==> src/rtl/audio_level_meter.sv <==
// Windowed peak meter: maps per-window sample peak to a level, LED bar and peak-hold.
// Optional LEVEL_SEG_EN adds a two-digit 7-seg readout of the level (seg/an, active-low).
module audio_level_meter #(
  parameter int unsigned SAMPLE_W     = 12,
  parameter int unsigned WINDOW       = 4000,
  parameter int unsigned NUM_LEVELS   = 16,
  parameter int unsigned HOLD_UPDATES = 4,
  parameter int unsigned OFFSET       = 2048
`ifdef LEVEL_SEG_EN
  , parameter int unsigned REFRESH_BITS = 17
`endif
) (
  input  logic                          clk,
  input  logic                          reset,
  input  logic                          sample_en,
  input  logic [SAMPLE_W-1:0]           mic_in,
  input  logic                          mode,
  output logic [$clog2(NUM_LEVELS)-1:0] level,
  output logic [$clog2(NUM_LEVELS)-1:0] hold_level,
  output logic [NUM_LEVELS-1:0]         led,
  output logic                          level_valid
`ifdef LEVEL_SEG_EN
  , output logic [7:0]                  seg,
  output logic [3:0]                    an
`endif
);

  localparam int unsigned LVL_W   = $clog2(NUM_LEVELS);
  localparam int unsigned CNT_W   = $clog2(WINDOW);
  localparam int unsigned HCNT_W  = (HOLD_UPDATES < 1) ? 1 : $clog2(HOLD_UPDATES + 1);
  localparam int unsigned SH_RAW  = SAMPLE_W - LVL_W;
  localparam int unsigned SH_MAG  = SAMPLE_W - 1 - LVL_W;
  localparam int unsigned MAG_MAX = (2 ** (SAMPLE_W - 1)) - 1;

  typedef enum logic {
    ACCUM  = 1'b0,
    UPDATE = 1'b1
  } state_t;

  state_t              state_q, state_d;
  logic [SAMPLE_W-1:0] acc_q, acc_d;
  logic [CNT_W-1:0]    cnt_q, cnt_d;
  logic [HCNT_W-1:0]   hcnt_q, hcnt_d;
  logic                mode_q, mode_d;
  logic [LVL_W-1:0]    level_q, level_d;
  logic [LVL_W-1:0]    hold_q, hold_d;
  logic [NUM_LEVELS-1:0] led_q, led_d;

  logic [SAMPLE_W:0]   mic_x, off_x, mag, mag_sat;
  logic [SAMPLE_W-1:0] v_c, peak_c;
  logic [LVL_W-1:0]    level_c;
  logic [NUM_LEVELS-1:0] led_c;

  // Sample conditioning, window peak and level/bar mapping of the closing window.
  always_comb begin
    mic_x   = {1'b0, mic_in};
    off_x   = (SAMPLE_W + 1)'(OFFSET);
    mag     = (mic_x >= off_x) ? (mic_x - off_x) : (off_x - mic_x);
    mag_sat = (mag > (SAMPLE_W + 1)'(MAG_MAX)) ? (SAMPLE_W + 1)'(MAG_MAX) : mag;
    v_c     = mode_q ? SAMPLE_W'(mag_sat) : mic_in;
    peak_c  = (v_c > acc_q) ? v_c : acc_q;
    level_c = mode_q ? LVL_W'(peak_c >> SH_MAG) : LVL_W'(peak_c >> SH_RAW);
    led_c   = '0;
    for (int i = 0; i < int'(NUM_LEVELS) - 1; i++) begin
      led_c[i] = (int'(level_c) > i);
    end
    led_c[NUM_LEVELS-1] = (level_c == LVL_W'(NUM_LEVELS - 1));
  end

  // Next-state: a mode change discards the open window; the last sample closes it.
  always_comb begin
    state_d = ACCUM;
    acc_d   = acc_q;
    cnt_d   = cnt_q;
    hcnt_d  = hcnt_q;
    mode_d  = mode;
    level_d = level_q;
    hold_d  = hold_q;
    led_d   = led_q;
    if (mode != mode_q) begin
      acc_d = '0;
      cnt_d = '0;
    end else if (sample_en) begin
      if (cnt_q == CNT_W'(WINDOW - 1)) begin
        acc_d   = '0;
        cnt_d   = '0;
        state_d = UPDATE;
        level_d = level_c;
        led_d   = led_c;
        if (level_c >= hold_q) begin
          hold_d = level_c;
          hcnt_d = '0;
        end else if (hcnt_q < HCNT_W'(HOLD_UPDATES)) begin
          hcnt_d = hcnt_q + HCNT_W'(1);
        end else begin
          hold_d = hold_q - LVL_W'(1);
        end
      end else begin
        acc_d = peak_c;
        cnt_d = cnt_q + CNT_W'(1);
      end
    end
  end

  always_ff @(posedge clk) begin
    if (reset) begin
      state_q <= ACCUM;
      acc_q   <= '0;
      cnt_q   <= '0;
      hcnt_q  <= '0;
      mode_q  <= 1'b0;
      level_q <= '0;
      hold_q  <= '0;
      led_q   <= '0;
    end else begin
      state_q <= state_d;
      acc_q   <= acc_d;
      cnt_q   <= cnt_d;
      hcnt_q  <= hcnt_d;
      mode_q  <= mode_d;
      level_q <= level_d;
      hold_q  <= hold_d;
      led_q   <= led_d;
    end
  end

  assign level       = level_q;
  assign hold_level  = hold_q;
  assign led         = led_q;
  assign level_valid = (state_q == UPDATE);

`ifdef LEVEL_SEG_EN
  localparam int unsigned DW = LVL_W + 4;

  logic [REFRESH_BITS-1:0] refresh_q, refresh_d;
  logic [7:0]              seg_q, seg_d;
  logic [3:0]              an_q, an_d;
  logic [DW-1:0]           lvl_x;
  logic [3:0]              digit;

  function automatic logic [6:0] seg7(input logic [3:0] d);
    case (d)
      4'd0:    seg7 = 7'b1000000;
      4'd1:    seg7 = 7'b1111001;
      4'd2:    seg7 = 7'b0100100;
      4'd3:    seg7 = 7'b0110000;
      4'd4:    seg7 = 7'b0011001;
      4'd5:    seg7 = 7'b0010010;
      4'd6:    seg7 = 7'b0000010;
      4'd7:    seg7 = 7'b1111000;
      4'd8:    seg7 = 7'b0000000;
      4'd9:    seg7 = 7'b0010000;
      default: seg7 = 7'b1111111;
    endcase
  endfunction

  // Refresh MSB alternates ones (right digit) and tens digit of the current level.
  always_comb begin
    refresh_d = refresh_q + REFRESH_BITS'(1);
    lvl_x     = DW'(level_q);
    if (refresh_q[REFRESH_BITS-1]) begin
      digit = 4'((lvl_x / DW'(10)) % DW'(10));
      an_d  = 4'b1101;
    end else begin
      digit = 4'(lvl_x % DW'(10));
      an_d  = 4'b1110;
    end
    seg_d = {1'b1, seg7(digit)};
  end

  always_ff @(posedge clk) begin
    if (reset) begin
      refresh_q <= '0;
      seg_q     <= 8'hC0;
      an_q      <= 4'b1110;
    end else begin
      refresh_q <= refresh_d;
      seg_q     <= seg_d;
      an_q      <= an_d;
    end
  end

  assign seg = seg_q;
  assign an  = an_q;
`endif

endmodule

==> config.mk <==
export PLATFORM = sky130hd
export DESIGN_NAME = audio_level_meter
export DESIGN_NICKNAME = d
export VERILOG_FILES = /design/src/rtl/audio_level_meter.sv
export SDC_FILE = /design/constraint.sdc
export NUM_CORES = 1
export LEC_CHECK = 0
export CORE_MARGIN = 2
export CORE_UTILIZATION = 35
export DETAILED_ROUTE_END_ITERATION = 12
export PLACE_DENSITY_LB_ADDON = 0.2
export SYNTH_ARGS = -nofsm -noshare
export SYNTH_HDL_FRONTEND = slang
export SYNTH_SLANG_ARGS = --single-unit
export TNS_END_PERCENT = 1
==> constraint.sdc <==
create_clock -name clk -period 17.65 [get_ports clk]
set_clock_uncertainty 0.2 [all_clocks]
set_input_delay 3.53 -clock clk [delete_from_list [all_inputs] [get_ports clk]]
set_output_delay 3.53 -clock clk [all_outputs]
set_load 0.02 [all_outputs]
==> results of run 1 <==
==> flip-flops by register name, indices dropped and copies added (netlist names) <==
signal / count
cnt_q: 12
level_valid: 1
mode_q: 1
hcnt_q: 3
acc_q: 12
hold_level: 4
level: 3
led: 16
==> power by group <==
group          internal (mW)  total, mW  switching [mW]
Clock                 0.0319     0.0710          0.0390
Sequential             0.119      0.120         0.00137
Combinational         0.0188     0.0477          0.0289
Total                  0.169      0.239          0.0693
==> cell type report <==
type	count	area (µm²)
fill	823	4740
multi-input combinational	271	1800
sequential	52	1040
timing repair buffer	41	408
tap	105	131
clock buffer	7	86.3
inverter	21	78.8
clock inverter	1	7.51
==> layout by cell type, fill, tap and decap left out, types with 5 or more instances in the layout <==
master / n
nand2b_1: 6
a31oi_1: 6
xor2_1: 5
a21oi_1: 33
nor2_1: 40
nand4_1: 8
o21ai_0: 15
clkdlybuf4s50_1: 40
nand3_1: 13
inv_1: 21
dfxtp_1: 52
nor3_1: 8
xnor2_1: 10
a21o_1: 6
a22oi_1: 11
nand2_1: 37
clkbuf_8: 6
ha_1: 20
==> cell families after synthesis <==
kind of cell,count (synthesis),synth area share
flops,52,0.344
simple gates,139,0.233
buf+inv,40,0.0596
fa+ha+maj,20,0.0827
xor+xnor,15,0.0434
compound gates,91,0.201
mux,6,0.0364
==> final timing paths <==
kind,startpoint,end,depth (start not counted)
worst max-delay path,mic_in[10],hold_level[2],20
worst min-delay path,led[9],led[9],2
worst max register to register,mode_q,hold_level[2],19
worst min register to register,led[9],led[9],2
==> metal layers <==
layer / track usage / vias to the layer above / routed length [µm]
li1: - / 1360 / -
met1: 0.196 / 1250 / 3410
met2: 0.254 / 42 / 3120
met3: 0.0296 / 7 / 220
met4: 0.0358 / 0 / 53
met5: 0 / - / 0
==> stage by stage <==
| step | util | total power, mW |
|---|---|---|
| after floorplan | - | 0.159 |
| after global placement | 0.417 | 0.170 |
| after detailed placement | 0.417 | 0.171 |
| after CTS | 0.428 | 0.242 |
| after global routing | 0.428 | 0.252 |
| final | 0.428 | 0.239 |
==> worst min-delay path, delay by kind of cell, from the launching register on <==
family / cells / cell delay [ns]
AOI/OAI and AO/OA: 1 / 0.05
DFF: 1 / 0.32
and+or+nand+nor: 1 / 0.05
==> results.py, run 1 <==
metrics = {
    "clock_network": {
        "clk_latency_ns": 0.31,
        "ctsResizeCount": 0,
        "clock_path_buffers": 2,
        "cts-root-buf": "clkbuf_8",
        "clkTransAtPathRegs_ns": 0.10,
        "clock_sinks": 52,
        "htreeDepth": 2,
        "cts_setup_buffers": 0,
        "cts-buffers-inserted": 5,
        "cts_tree": "yes",
        "cts_hold_buf": 0,
    },
    "routing": {
        "dr.first_iter.drc_count": 104,
        "via_count": 2659,
        "wire_per_inst_um": 13.7,
        "wl_um": 6800,
        "final_antenna_net_count": 0,
        "drt_drc_violations_left": 0,
        "dr.pass1.iters": 4,
        "avgViaCountPerCell": 5.34,
    },
    "yosys": {
        "synthCells": 363,
        "synth_most_common_cell": "dfxtp_1",
        "synth-edff-count": 0,
        "ys_seq_area_frac": 0.344,
        "synthTopCellsByCount": "dfxtp_1, nor2_1, nand2_1, a21oi_1, inv_1",
        "ys_types": 55,
        "synth_top_area_share": 0.344,
        "synth.area.top_cells": "dfxtp_1, ha_1, a21oi_1, nor2_1, nand2_1",
        "synth.avg_cell_area_um2": 8.33,
        "synth-seq-cells": 52,
        "netlist_area_um2": 3020,
        "synth_ff_type": "dfxtp_1",
        "synthesis.nets": 399,
        "yosysTopAreaCell": "dfxtp_1",
        "ys_async_sr_fraction": 0,
        "synth_warnings": 0,
    },
    "timing": {
        "setup_viol": 0,
        "rsz0062_at_grt": "false",
        "fmax_ghz": 0.114,
        "slew_violations": 0,
        "fin_ws_ns": 8.87,
        "tns_ns": 0,
        "hold_viol": 0,
        "post-route-period-util": 0.498,
        "worst_slew_margin_rel": 0.423,
        "layout_min_cycle_time_ns": 8.78,
        "hold_ws_ns": 0.253,
        "tightest_slew_ns": 0.863,
    },
    "floorplan": {
        "start_util": 0.364,
        "ios": 41,
        "rows": 33,
        "dieArea_um2": 9400,
        "die_h_um": 97.0,
        "dieWidth_um": 97.0,
        "coreArea_um2": 8300,
    },
    "global_route": {
        "grt_start_max_net_pins": 25,
        "grt-ovfl-total": 0,
        "first_global_vias": 2527,
        "grt_usage": 0.150,
        "grt_first_pass_wirelength_um": 12000,
        "antenna_found_initial": 0,
    },
    "critical_path": {
        "critical_path_buf_inv_count": 2,
        "crit_family": "compound AO/OA/AOI/OAI gates",
        "crit_fanout": 10,
        "max_stage_delay_ns": 0.67,
        "end_kind": "flip-flop",
        "path_class": "in2reg",
        "crit_top_cell": "a21o_1",
        "cp_slowest_cell": "mux4_2",
        "worst_ep_arrival_time_ns": 8.75,
        "cp-start-kind": "primary input",
        "required_ns": 17.62,
        "path_cells": "clkdlybuf4s50_1 -> nor4b_1 -> and4_1 -> nor3_1 -> a21oi_1 -> ha_1 -> nand4_1 -> a311oi_2 -> a2111oi_4 -> nor2_4 -> mux4_2 -> inv_1 -> ha_1 -> nand2b_1 -> a21o_1 -> a21o_1 -> a21o_1 -> o21ai_0 -> or4_1 -> a31oi_1",
        "reg2reg_setup_slack_ns": 12.08,
    },
    "finish": {
        "design_area_um2": 3560,
        "area_growth_pct": 17.6,
        "diodes": 0,
        "drive_gt1_frac": 0.0534,
        "stdcell_count": 498,
        "final_nets": 428,
    },
    "place": {
        "dp_cells": 490,
        "gp_congestion": 0.871,
        "dpl_cell_area_um2": 3460,
        "preCtsSetupSlack_ns": 8.52,
        "portBuffers": 40,
        "dp_hpwl_um": 4960,
    },
    "power": {
        "leakagePower_nw": 1.23,
        "power.density_nw_per_um2": 67.1,
        "irDropWorstVdd_uv": 29.7,
    },
    "flow_run": {
        "cap_violations": 0,
    },
    "worst_hold_path": {
        "hp-class": "reg2reg",
    },
    "outcome": {
        "status": "finished clean",
    },
}
No activity file was read; power rests on OpenSTA's default activity.
==> run 2: changes to the inputs <==
Clock period 17.65 ns to 7.8 ns, I/O delays scaled along.
==> results.py, run 2 (synthesis gave the netlist of run 1 again) <==
metrics = {
    "finish": {
        "area_growth_pct": 18.7,
        "diodes": 0,
        "stdcell_count": 497,
        "largest_reg_flops": 16,
        "mostFrequentLayoutCells": "dfxtp_1, nor2_1, clkdlybuf4s50_1",
        "post-route-util": 0.433,
        "final_common_cell": "dfxtp_1",
        "final_nets": 428,
        "drive_gt1_frac": 0.0536,
    },
    "flow_run": {
        "cap_violations": 0,
    },
    "timing": {
        "post-route-period-util": 0.883,
        "tns_ns": 0,
        "rsz0062_at_grt": "false",
        "fin_ws_ns": 0.909,
        "setup_viol": 0,
        "layout_min_cycle_time_ns": 6.89,
        "worst_slew_margin_rel": 0.428,
        "fmax_ghz": 0.145,
        "tightest_slew_ns": 0.858,
        "slew_violations": 0,
        "hold_viol": 0,
    },
    "clock_network": {
        "cts-root-buf": "clkbuf_8",
        "cts_hold_buf": 0,
        "cts_tree": "yes",
        "clock_sinks": 52,
        "ctsResizeCount": 0,
        "clk_latency_ns": 0.31,
        "clkTransAtPathRegs_ns": 0.10,
        "clock_path_buffers": 2,
        "htreeDepth": 2,
        "cts-buffers-inserted": 5,
        "cts_setup_buffers": 0,
    },
    "routing": {
        "via_count": 2610,
        "avgViaCountPerCell": 5.25,
        "dr.pass1.iters": 4,
        "dr.first_iter.drc_count": 165,
        "final_antenna_net_count": 0,
        "wire_per_inst_um": 13.8,
        "wl_um": 6840,
        "drt_drc_violations_left": 0,
    },
    "place": {
        "dp_hpwl_um": 4900,
        "dp_cells": 490,
        "portBuffers": 40,
        "preCtsSetupSlack_ns": 0.585,
        "gp_congestion": 0.871,
    },
    "critical_path": {
        "path_cells": "clkdlybuf4s50_1 -> nor4b_1 -> and4_1 -> nor3_1 -> a21oi_1 -> ha_1 -> nand4_1 -> a311oi_2 -> a2111oi_4 -> nor2_4 -> mux4_2 -> inv_1 -> ha_1 -> nand2b_1 -> a21o_1 -> a21o_1 -> a21o_1 -> o21ai_0 -> or4_1 -> a31oi_1",
        "path_class": "in2reg",
        "end_kind": "flip-flop",
        "worst_ep_arrival_time_ns": 6.85,
        "cp_slowest_cell": "mux4_2",
        "required_ns": 7.76,
        "crit_fanout": 10,
        "max_stage_delay_ns": 0.67,
        "cp-start-kind": "primary input",
        "crit_top_cell": "a21o_1",
        "ff2ff_path_depth": 19,
    },
    "global_route": {
        "grt-ovfl-total": 0,
        "grt_usage": 0.149,
        "grt_first_pass_wirelength_um": 11900,
        "first_global_vias": 2549,
        "antenna_found_initial": 0,
        "grt_start_max_net_pins": 25,
    },
    "floorplan": {
        "ios": 41,
        "coreArea_um2": 8300,
        "die_h_um": 97.0,
        "rows": 33,
        "dieArea_um2": 9400,
        "dieWidth_um": 97.0,
        "start_util": 0.364,
    },
    "worst_hold_path": {
        "holdPathStages": 2,
        "hp-class": "reg2reg",
    },
    "power": {
        "fin_total_pwr_mw": 0.596,
        "leakagePower_nw": 1.25,
        "power.density_nw_per_um2": 166,
        "irDropWorstVdd_uv": 98.9,
    },
    "outcome": {
        "status": "finished clean",
    },
}
-- run 2: changes by cell type in the layout (fill, tap and decap cells not counted), sizes merged --
| cell | delta |
|---|---|
| bufinv | +2 |
| clkbuf | -2 |
| clkinvlp | -1 |
-- run 2: final cells by class --
class,count,area [µm²]
clock buffer,5,68.8
clock inverter,2,60.1
fill,823,4710
inverter,21,78.8
multi-input combinational,271,1800
sequential,52,1040
tap,105,131
timing repair buffer,41,408
-- run 2: final timing paths --
check,startpoint,endpoint,slack (ns)
setup reg to reg,mode_q,hold_level[2],2.17
hold / removal,led[9],led[9],0.26
hold reg to reg,led[9],led[9],0.26
setup / recovery,mic_in[10],hold_level[2],0.91
-- run 2: worst max-delay path: cells and delay by family --
family / cells / cell delay (ns)
AOI/OAI and AO/OA: 8 / 1.98
adders and majority gates: 2 / 0.43
buffers and inverters: 2 / 0.63
muxes: 1 / 0.67
and+or+nand+nor: 7 / 1.59
-- run 2: through the flow --
| stage | cell area [µm²] | hold WS (ns) |
|---|---|---|
| 6_report | 3590 | 0.258 |
| 5_1_grt | 3590 | 0.273 |
| 4_1_cts | 3590 | 0.260 |
| 3_5_place_dp | 3460 | 0.246 |
| 3_3_place_gp | 3460 | 0.242 |
| 2_1_floorplan | 3020 | 0.236 |
-- run 2: per-layer routing --
metal	GRT usage	part of all wire
met1	0.193	0.50
met2	0.253	0.46
met5	0	0
met4	0.0368	0.0078
met3	0.0296	0.032
-- run 2: report_power, final --
| part | internal, mW | switching [mW] |
|---|---|---|
| logic | 0.0426 | 0.0660 |
| clock network | 0.126 | 0.0896 |
| registers | 0.269 | 0.00306 |
